===== src/rtl/text_renderer.sv =====
// Character-cell text renderer: a COLS x LINES glyph-code buffer with a streaming
// writer and cursor, plus a two-stage pixel pipeline that drives an external glyph ROM.
module text_renderer #(
    parameter int COLS       = 16,
    parameter int LINES      = 2,
    parameter int HW         = 10,
    parameter int SCALE_LOG2 = 0
) (
    input  logic          clk,
    input  logic          rst_n,
    input  logic          clr,
    input  logic          wr_valid,
    output logic          wr_ready,
    input  logic [4:0]    wr_char,
    input  logic          wr_newline,
    output logic          busy,
    input  logic          pix_valid,
    input  logic [HW-1:0] pix_x,
    input  logic [HW-1:0] pix_y,
    output logic [4:0]    rom_char,
    output logic [2:0]    rom_row,
    output logic [2:0]    rom_col,
    input  logic          rom_dot,
    output logic          pix_on_valid,
    output logic          pix_on
);

    localparam int CELLS = COLS * LINES;
    localparam int IW    = (CELLS > 1) ? $clog2(CELLS) : 1;
    localparam int CW    = (COLS > 1) ? $clog2(COLS) : 1;
    localparam int LW    = (LINES > 1) ? $clog2(LINES) : 1;
    localparam logic [4:0]    BLANK    = 5'd31;
    localparam logic [HW-1:0] COLS_HW  = HW'(COLS);
    localparam logic [HW-1:0] LINES_HW = HW'(LINES);

    typedef enum logic {ST_SWEEP, ST_IDLE} state_t;

    state_t        state, state_next;
    logic [IW-1:0] sweep_ptr, sweep_ptr_next;
    logic [CW-1:0] cur_col;
    logic [LW-1:0] cur_line;
    logic [IW-1:0] cur_idx;
    logic          wr_fire;

    logic [4:0]    mem [CELLS];
    logic          mem_we;
    logic [IW-1:0] mem_addr;
    logic [4:0]    mem_data;

    logic [HW-1:0] cell_x, cell_y;
    logic          a_valid, a_loaded, a_in_win;
    logic [IW-1:0] a_idx;
    logic [2:0]    a_row, a_col;

    always_ff @(posedge clk or negedge rst_n) begin
        if (!rst_n) begin
            state     <= ST_SWEEP;
            sweep_ptr <= '0;
        end else begin
            state     <= state_next;
            sweep_ptr <= sweep_ptr_next;
        end
    end

    // A clr pulse always restarts the sweep from cell 0, even mid-sweep.
    always_comb begin
        state_next     = state;
        sweep_ptr_next = sweep_ptr;
        if (clr) begin
            state_next     = ST_SWEEP;
            sweep_ptr_next = '0;
        end else if (state == ST_SWEEP) begin
            if (sweep_ptr == IW'(CELLS - 1)) begin
                state_next     = ST_IDLE;
                sweep_ptr_next = '0;
            end else begin
                sweep_ptr_next = sweep_ptr + 1'b1;
            end
        end
    end

    assign busy     = (state == ST_SWEEP);
    assign wr_ready = !busy && !clr;
    assign wr_fire  = wr_valid && wr_ready;
    assign cur_idx  = IW'(cur_line) * IW'(COLS) + IW'(cur_col);

    always_comb begin
        mem_we   = 1'b0;
        mem_addr = sweep_ptr;
        mem_data = BLANK;
        if (state == ST_SWEEP && !clr) begin
            mem_we = 1'b1;
        end else if (wr_fire && !wr_newline) begin
            mem_we   = 1'b1;
            mem_addr = cur_idx;
            mem_data = wr_char;
        end
    end

    // The buffer has no reset; the post-reset sweep initialises it.
    always_ff @(posedge clk) begin
        if (mem_we) mem[mem_addr] <= mem_data;
    end

    always_ff @(posedge clk or negedge rst_n) begin
        if (!rst_n) begin
            cur_col  <= '0;
            cur_line <= '0;
        end else if (clr || busy) begin
            cur_col  <= '0;
            cur_line <= '0;
        end else if (wr_fire) begin
            if (wr_newline || cur_col == CW'(COLS - 1)) begin
                cur_col  <= '0;
                cur_line <= (cur_line == LW'(LINES - 1)) ? '0 : cur_line + 1'b1;
            end else begin
                cur_col <= cur_col + 1'b1;
            end
        end
    end

    assign cell_x = pix_x >> (3 + SCALE_LOG2);
    assign cell_y = pix_y >> (3 + SCALE_LOG2);

    always_ff @(posedge clk or negedge rst_n) begin
        if (!rst_n) begin
            a_valid  <= 1'b0;
            a_loaded <= 1'b0;
            a_in_win <= 1'b0;
            a_idx    <= '0;
            a_row    <= '0;
            a_col    <= '0;
        end else begin
            a_valid <= pix_valid;
            if (pix_valid) begin
                a_loaded <= 1'b1;
                a_in_win <= (cell_x < COLS_HW) && (cell_y < LINES_HW);
                a_idx    <= IW'(cell_y) * IW'(COLS) + IW'(cell_x);
                a_row    <= 3'(pix_y >> SCALE_LOG2);
                a_col    <= 3'(pix_x >> SCALE_LOG2);
            end
        end
    end

    // Until the first pixel arrives the ROM address stays at its reset value of zero.
    always_comb begin
        rom_char = 5'd0;
        if (a_loaded) rom_char = a_in_win ? mem[a_idx] : BLANK;
    end

    assign rom_row = a_row;
    assign rom_col = a_col;

    always_ff @(posedge clk or negedge rst_n) begin
        if (!rst_n) begin
            pix_on_valid <= 1'b0;
            pix_on       <= 1'b0;
        end else begin
            pix_on_valid <= a_valid;
            pix_on       <= a_valid && a_in_win && rom_dot && (rom_char != BLANK);
        end
    end

endmodule


===== config.mk =====
export PLATFORM = sky130hd
export DESIGN_NAME = text_renderer
export DESIGN_NICKNAME = d
export VERILOG_FILES = /design/src/rtl/text_renderer.sv
export SDC_FILE = /design/constraint.sdc
export NUM_CORES = 1
export LEC_CHECK = 0
export BUFFER_PORTS_ARGS = -buffer_cell sky130_fd_sc_hd__buf_2
export CAP_MARGIN = 20
export CORE_MARGIN = 2
export CORE_UTILIZATION = 49
export CTS_CLUSTER_SIZE = 8
export DETAILED_ROUTE_END_ITERATION = 16
export HOLD_SLACK_MARGIN = 0.15
export PLACE_DENSITY = 0.73
export REMOVE_ABC_BUFFERS = 1
export SLEW_MARGIN = 10
export SYNTH_ARGS = -nofsm -noshare
export SYNTH_HDL_FRONTEND = slang
export SYNTH_SLANG_ARGS = --single-unit
export TNS_END_PERCENT = 30

===== constraint.sdc =====
create_clock -name clk -period 5.04 [get_ports clk]
set_input_delay 0.504 -clock clk [delete_from_list [all_inputs] [get_ports clk]]
set_output_delay 0.504 -clock clk [all_outputs]
set_load 0.03 [all_outputs]

## Word level (Yosys, flattened, before mapping)

Memories as Yosys holds them, arrays and structs flattened.
Cells that the tools add are included.

- Add/subtract/negate cells: 5
- $lt $le $gt $ge: 2
- Eq/ne operators: 4
- Multiplexer cells: 23
- Bitwise logic cells: 1
- Reductions and logical operators: 15

Operators by type and width:

| operator | count |
|---|---|
| $mux W5 | 9 |
| $mux W4 | 3 |
| $mux W1 | 11 |
| $logic_and A1 B1 Y1 | 8 |
| $lt A7 B2 Y1 const B | 1 |
| $lt A7 B5 Y1 const B | 1 |
| $add A5 B1 Y5 const B | 1 |
| $add A5 B4 Y5 | 1 |
| $add A5 B5 Y5 | 1 |
| $eq A5 B5 Y1 const B | 1 |
| $ne A5 B5 Y1 const B | 1 |
| $add A4 B1 Y4 const B | 1 |
| $eq A4 B4 Y1 const B | 1 |
| $reduce_bool A2 Y1 | 2 |
| $logic_not A1 Y1 | 2 |
| $logic_or A1 B1 Y1 | 2 |
| $ne A2 B2 Y1 const B | 1 |
| $reduce_and A2 Y1 | 1 |
| $add A1 B1 Y1 const B | 1 |
| $not A1 Y1 | 1 |

- Register bits: 27
- RAM bits: 160
- Bits of input ports: 32
- Output and inout port bits: 15
- Memories kept: 1

Memories:

| name | depth | bits a word | rd ports | clocked after Yosys merged registers in | wr ports | line | text |
|---|---|---|---|---|---|---|---|
| mem | 32 | 5 | 1 | 0 | 1 | 45 | `logic [4:0] mem [CELLS];` |

## Logic depth before layout (Yosys ltp)

- Word-level depth: 8
- Gate-level depth with buffers: 10

## Worst setup path before layout

Ideal clock, no wire load.

- Path kind: input to register
- Start: input clr
- End: memory mem[11][0] (enable)
- Library setup time: 340 ps
- Arrival: 2080 ps
- Data required time: 4700 ps
- Setup slack: 2621 ps
- Stages: 9
- Cell sequence: buf_2 > nand2b_1 > clkbuf_1 > nor3_4 > clkbuf_1 > nand3b_1 > o21ai_0 > nand2_1 > nor2_1

- Cells in the longest elaborated chain, start to end: 8
- Elaborated cells on any way between the ends: 11
- Classes of those cells: 6 x mux; 5 x reduce/logical

RTL lines:

| element | line | text |
|---|---|---|
| start, declared | 11 | `input logic clr,` |
| $logic_not A1 Y1 (*) | 83, 91 |  |
| $logic_and A1 B1 Y1 | 83 | `assign wr_ready = !busy && !clr;` |
| $logic_and A1 B1 Y1 | 84 | `assign wr_fire = wr_valid && wr_ready;` |
| $logic_and A1 B1 Y1 | 93 | `end else if (wr_fire && !wr_newline) begin` |
| $mux W1 | 93 |  |
| $mux W1 | 91 | `if (state == ST_SWEEP && !clr) begin` |
| $mux W1 | 102 | `if (mem_we) mem[mem_addr] <= mem_data;` |
| $mux W1 (not written as such) | 102 |  |
| end, declared | 45 |  |

Every way passes the cells marked *; elsewhere a longest branch is shown, timed or not.

## Worst setup path after layout

- Start: register a_idx[0]
- End: output rom_char[2]

- Cells in the longest elaborated chain, start to end: 3

RTL lines:

| element | line | text |
|---|---|---|
| start, declared | 52 | `logic [IW-1:0] a_idx;` |
| start signal, assigned | 138 | `a_idx <= IW'(cell_y) * IW'(COLS) + IW'(cell_x);` |
| $mem_v2 Z32 W5 | n/a |  |
| $mux W5 (2 in series) | 148 | `if (a_loaded) rom_char = a_in_win ? mem[a_idx] : BLANK;` |
| end, declared | 20 | `output logic [4:0] rom_char,` |

Every way passes these cells.

==> metrics.txt <==
fillers=1276; critical path class=register to primary output; grt met2 use=0.344; Final Power=3.28 mW; first-pass GRT wire length=26200 um; clock buffer depth=2; sequential area share after synthesis=0.700; CP max-delay cell=dfrtp_2; Clock Latency Late Sink=440 ps; HP Class=input port to register; ant diodes=0; Power per Cell Area=369 mW/mm^2; most used flip-flop cell after synthesis=edfxtp_1; period utilization=0.782; Critical Path RT=4540 ps; clock period minus worst slack=3940 ps; final hold slack=299 ps; synthesized instance count=511; Detailed Place HPWL=11900 um; vias=4633; Setup TNS=0 ps; Async S/R FF share, synth=0.144; port bufs=46; top cells by area, synth=edfxtp_1 (61%), mux2i_1 (8.7%), dfrtp_1 (8.6%); Post-Syn Area=0.00783 mm^2; vias in the first global route=4490; Slew @ Worst Pin=1380 ps; Data arrival, critical path=3440 ps; CP Cell Sequence=nor2b_1, a22oi_1, a211oi_1, o41ai_1, and2_1, buf_2; largest net degree at the start of global routing=36; Peak VDD IR=0.000229 V; relative slew slack=0.0799; gpl congestion=1.01; initial antenna violation count=0; Clock Root Buffer=clkbuf_16; Max Fclk=254 MHz; H-tree Lvls=4; share of cells above drive strength 1=0.184; DRC viols=0; starting density of the core=0.496; area leader, netlist=edfxtp_1; RSZ-0062 raised after global routing=no; grt ovf=0; 1st-iter DRT viols=682; most common cell after layout, fill and taps aside=edfxtp_1; Lkg Pwr=3.38 nW; Total Wirelength=17600 um; Critical Path Max Stage Delay=1050 ps; CORE AREA=0.0158 mm^2; TritonCTS clock tree=yes; CP Max Fanout=35; DR vias/cell=5.88; DP Cell Count=755; syn avg cell area=15.3 um^2; Nets=594; commonest non-fill, non-tap cells in the layout=edfxtp_1 (160), mux2i_1 (68), nor2_1 (50); die footprint=0.0170 mm^2; All-Layer GR Usage=0.219; flip-flop and latch count after synthesis=187; post-synth top area share=0.614; Post-synth EDFFs=160; status=finished, final reports clean; Slew Limit Fails=0; Layout Cells excl Fill=788; Max Cap Viol=0; DRT Pass-1 Iters=6; overall die width=130 um; I/O pin count=47; Area growth syn-to-layout=13.4%; Setup-failing EPs final=0; post-route ant nets=0; drt wl/cell=22.3 um; Worst-path clk slew=60 ps; YS warnings=0; post-synth cell types=43; postcts setup bufs=0; Chip Height=130 um; # rows=46; Critical Path Sink Type=primary output; Core Util, Final=0.563; post-CTS resize count=0; Num CTS Buffers=17; Sink Count=187; clk_skew=8.94 ps; M1 GR Usage=0.300; met3 usage=0.0700; final hold vios=0; Most Used Layer, Global Route=met2; Startpoint Class=register
[timing repair]
action / CTS / global route
endpoints found under the hold margin: 27 / 0
endpoints found under the setup margin: 0 / 0
hold buffers: 1 / 0
[state kept, by name, summed over array words and instances, names as in the netlist]
| register | flops |
|---|---|
| mem | 160 |
| cur_col | 4 |
| state | 1 |
| a_in_win | 1 |
| pix_on | 1 |
| rom_row | 3 |
| a_valid | 1 |
| a_idx | 5 |
| pix_on_valid | 1 |
| cur_line | 1 |
| sweep_ptr | 5 |
| rom_col | 3 |
| a_loaded | 1 |
[per-layer routing]
metal	part of all wire	wire length (um)
met2	0.48	8510
met5	0	0
met4	0.016	277
met3	0.091	1600
met1	0.41	7190
[final timing paths]
path / startpoint / slack [ps] / cells past startpoint / end
max in group asynchronous: rst_n / 3920 / 2 / a_idx[1]$_DFFE_PN0P_
worst max-delay path: a_idx[0]$_DFFE_PN0P_ / 1100 / 6 / rom_char[2]
worst max register to register: a_idx[0]$_DFFE_PN0P_ / 1950 / 6 / pix_on$_DFF_PN0_
worst min register to register: a_valid$_DFF_PN0_ / 450 / 0 / pix_on_valid$_DFF_PN0_
min in group asynchronous: rst_n / 640 / 2 / cur_col[0]$_DFFE_PN0P_
worst min-delay path: pix_y[1] / 300 / 2 / rom_row[1]$_DFFE_PN0P_
[final cells by class]
type | count | area, um^2 | area share
Inverter | 7 | 26.3 | 0.00296
Clock inverter | 12 | 148 | 0.0166
Multi-Input combinational cell | 292 | 2160 | 0.244
Timing Repair Buffer | 54 | 333 | 0.0375
Tap cell | 216 | 270 | 0.0304
Clock buffer | 20 | 457 | 0.0514
Sequential cell | 187 | 5480 | 0.617
[power by group]
part           switching, mW  internal (mW)  total, mW
registers             0.0423           1.67       1.72
clock network          0.560          0.803       1.36
logic                  0.113         0.0864      0.200
[through the flow]
step           worst slack [ps]  cell area (um^2)
6_report                   1100              8880
5_1_grt                     877              8880
4_1_cts                    1160              8880
3_5_place_dp               1630              8270
3_3_place_gp               1730              8210
2_1_floorplan              1630              7670
[cells in the mapped netlist (all sizes together), types with 3 or more instances]
cell and instances:
a21oi 21, a22oi 26, a31oi 5, and2 6, buf 15, clkbuf 10, dfrtp 27, edfxtp 160
ha 3, inv 7, mux2 10, mux2i 68, mux4 9, nand2 24, nand2b 14, nand3 8
nand3b 3, nand4 4, nor2 50, nor2b 5, nor3 6, o21ai 7
[critical path: cells and delay by family (launching register included)]
family | cells | cell delay (ps)
simple gates | 2 | 870
flops | 1 | 1050
buf+inv | 1 | 170
compound gates | 3 | 890
[kinds of logic after synthesis]
group,count (synthesis),share of synthesized area
xor+xnor,2,0.00224
buf+inv,32,0.0235
fa+ha+maj,3,0.00480
compound gates,72,0.0619
flops,187,0.700
simple gates,128,0.0785
mux,87,0.129
Power figures use the tool's default switching activity.
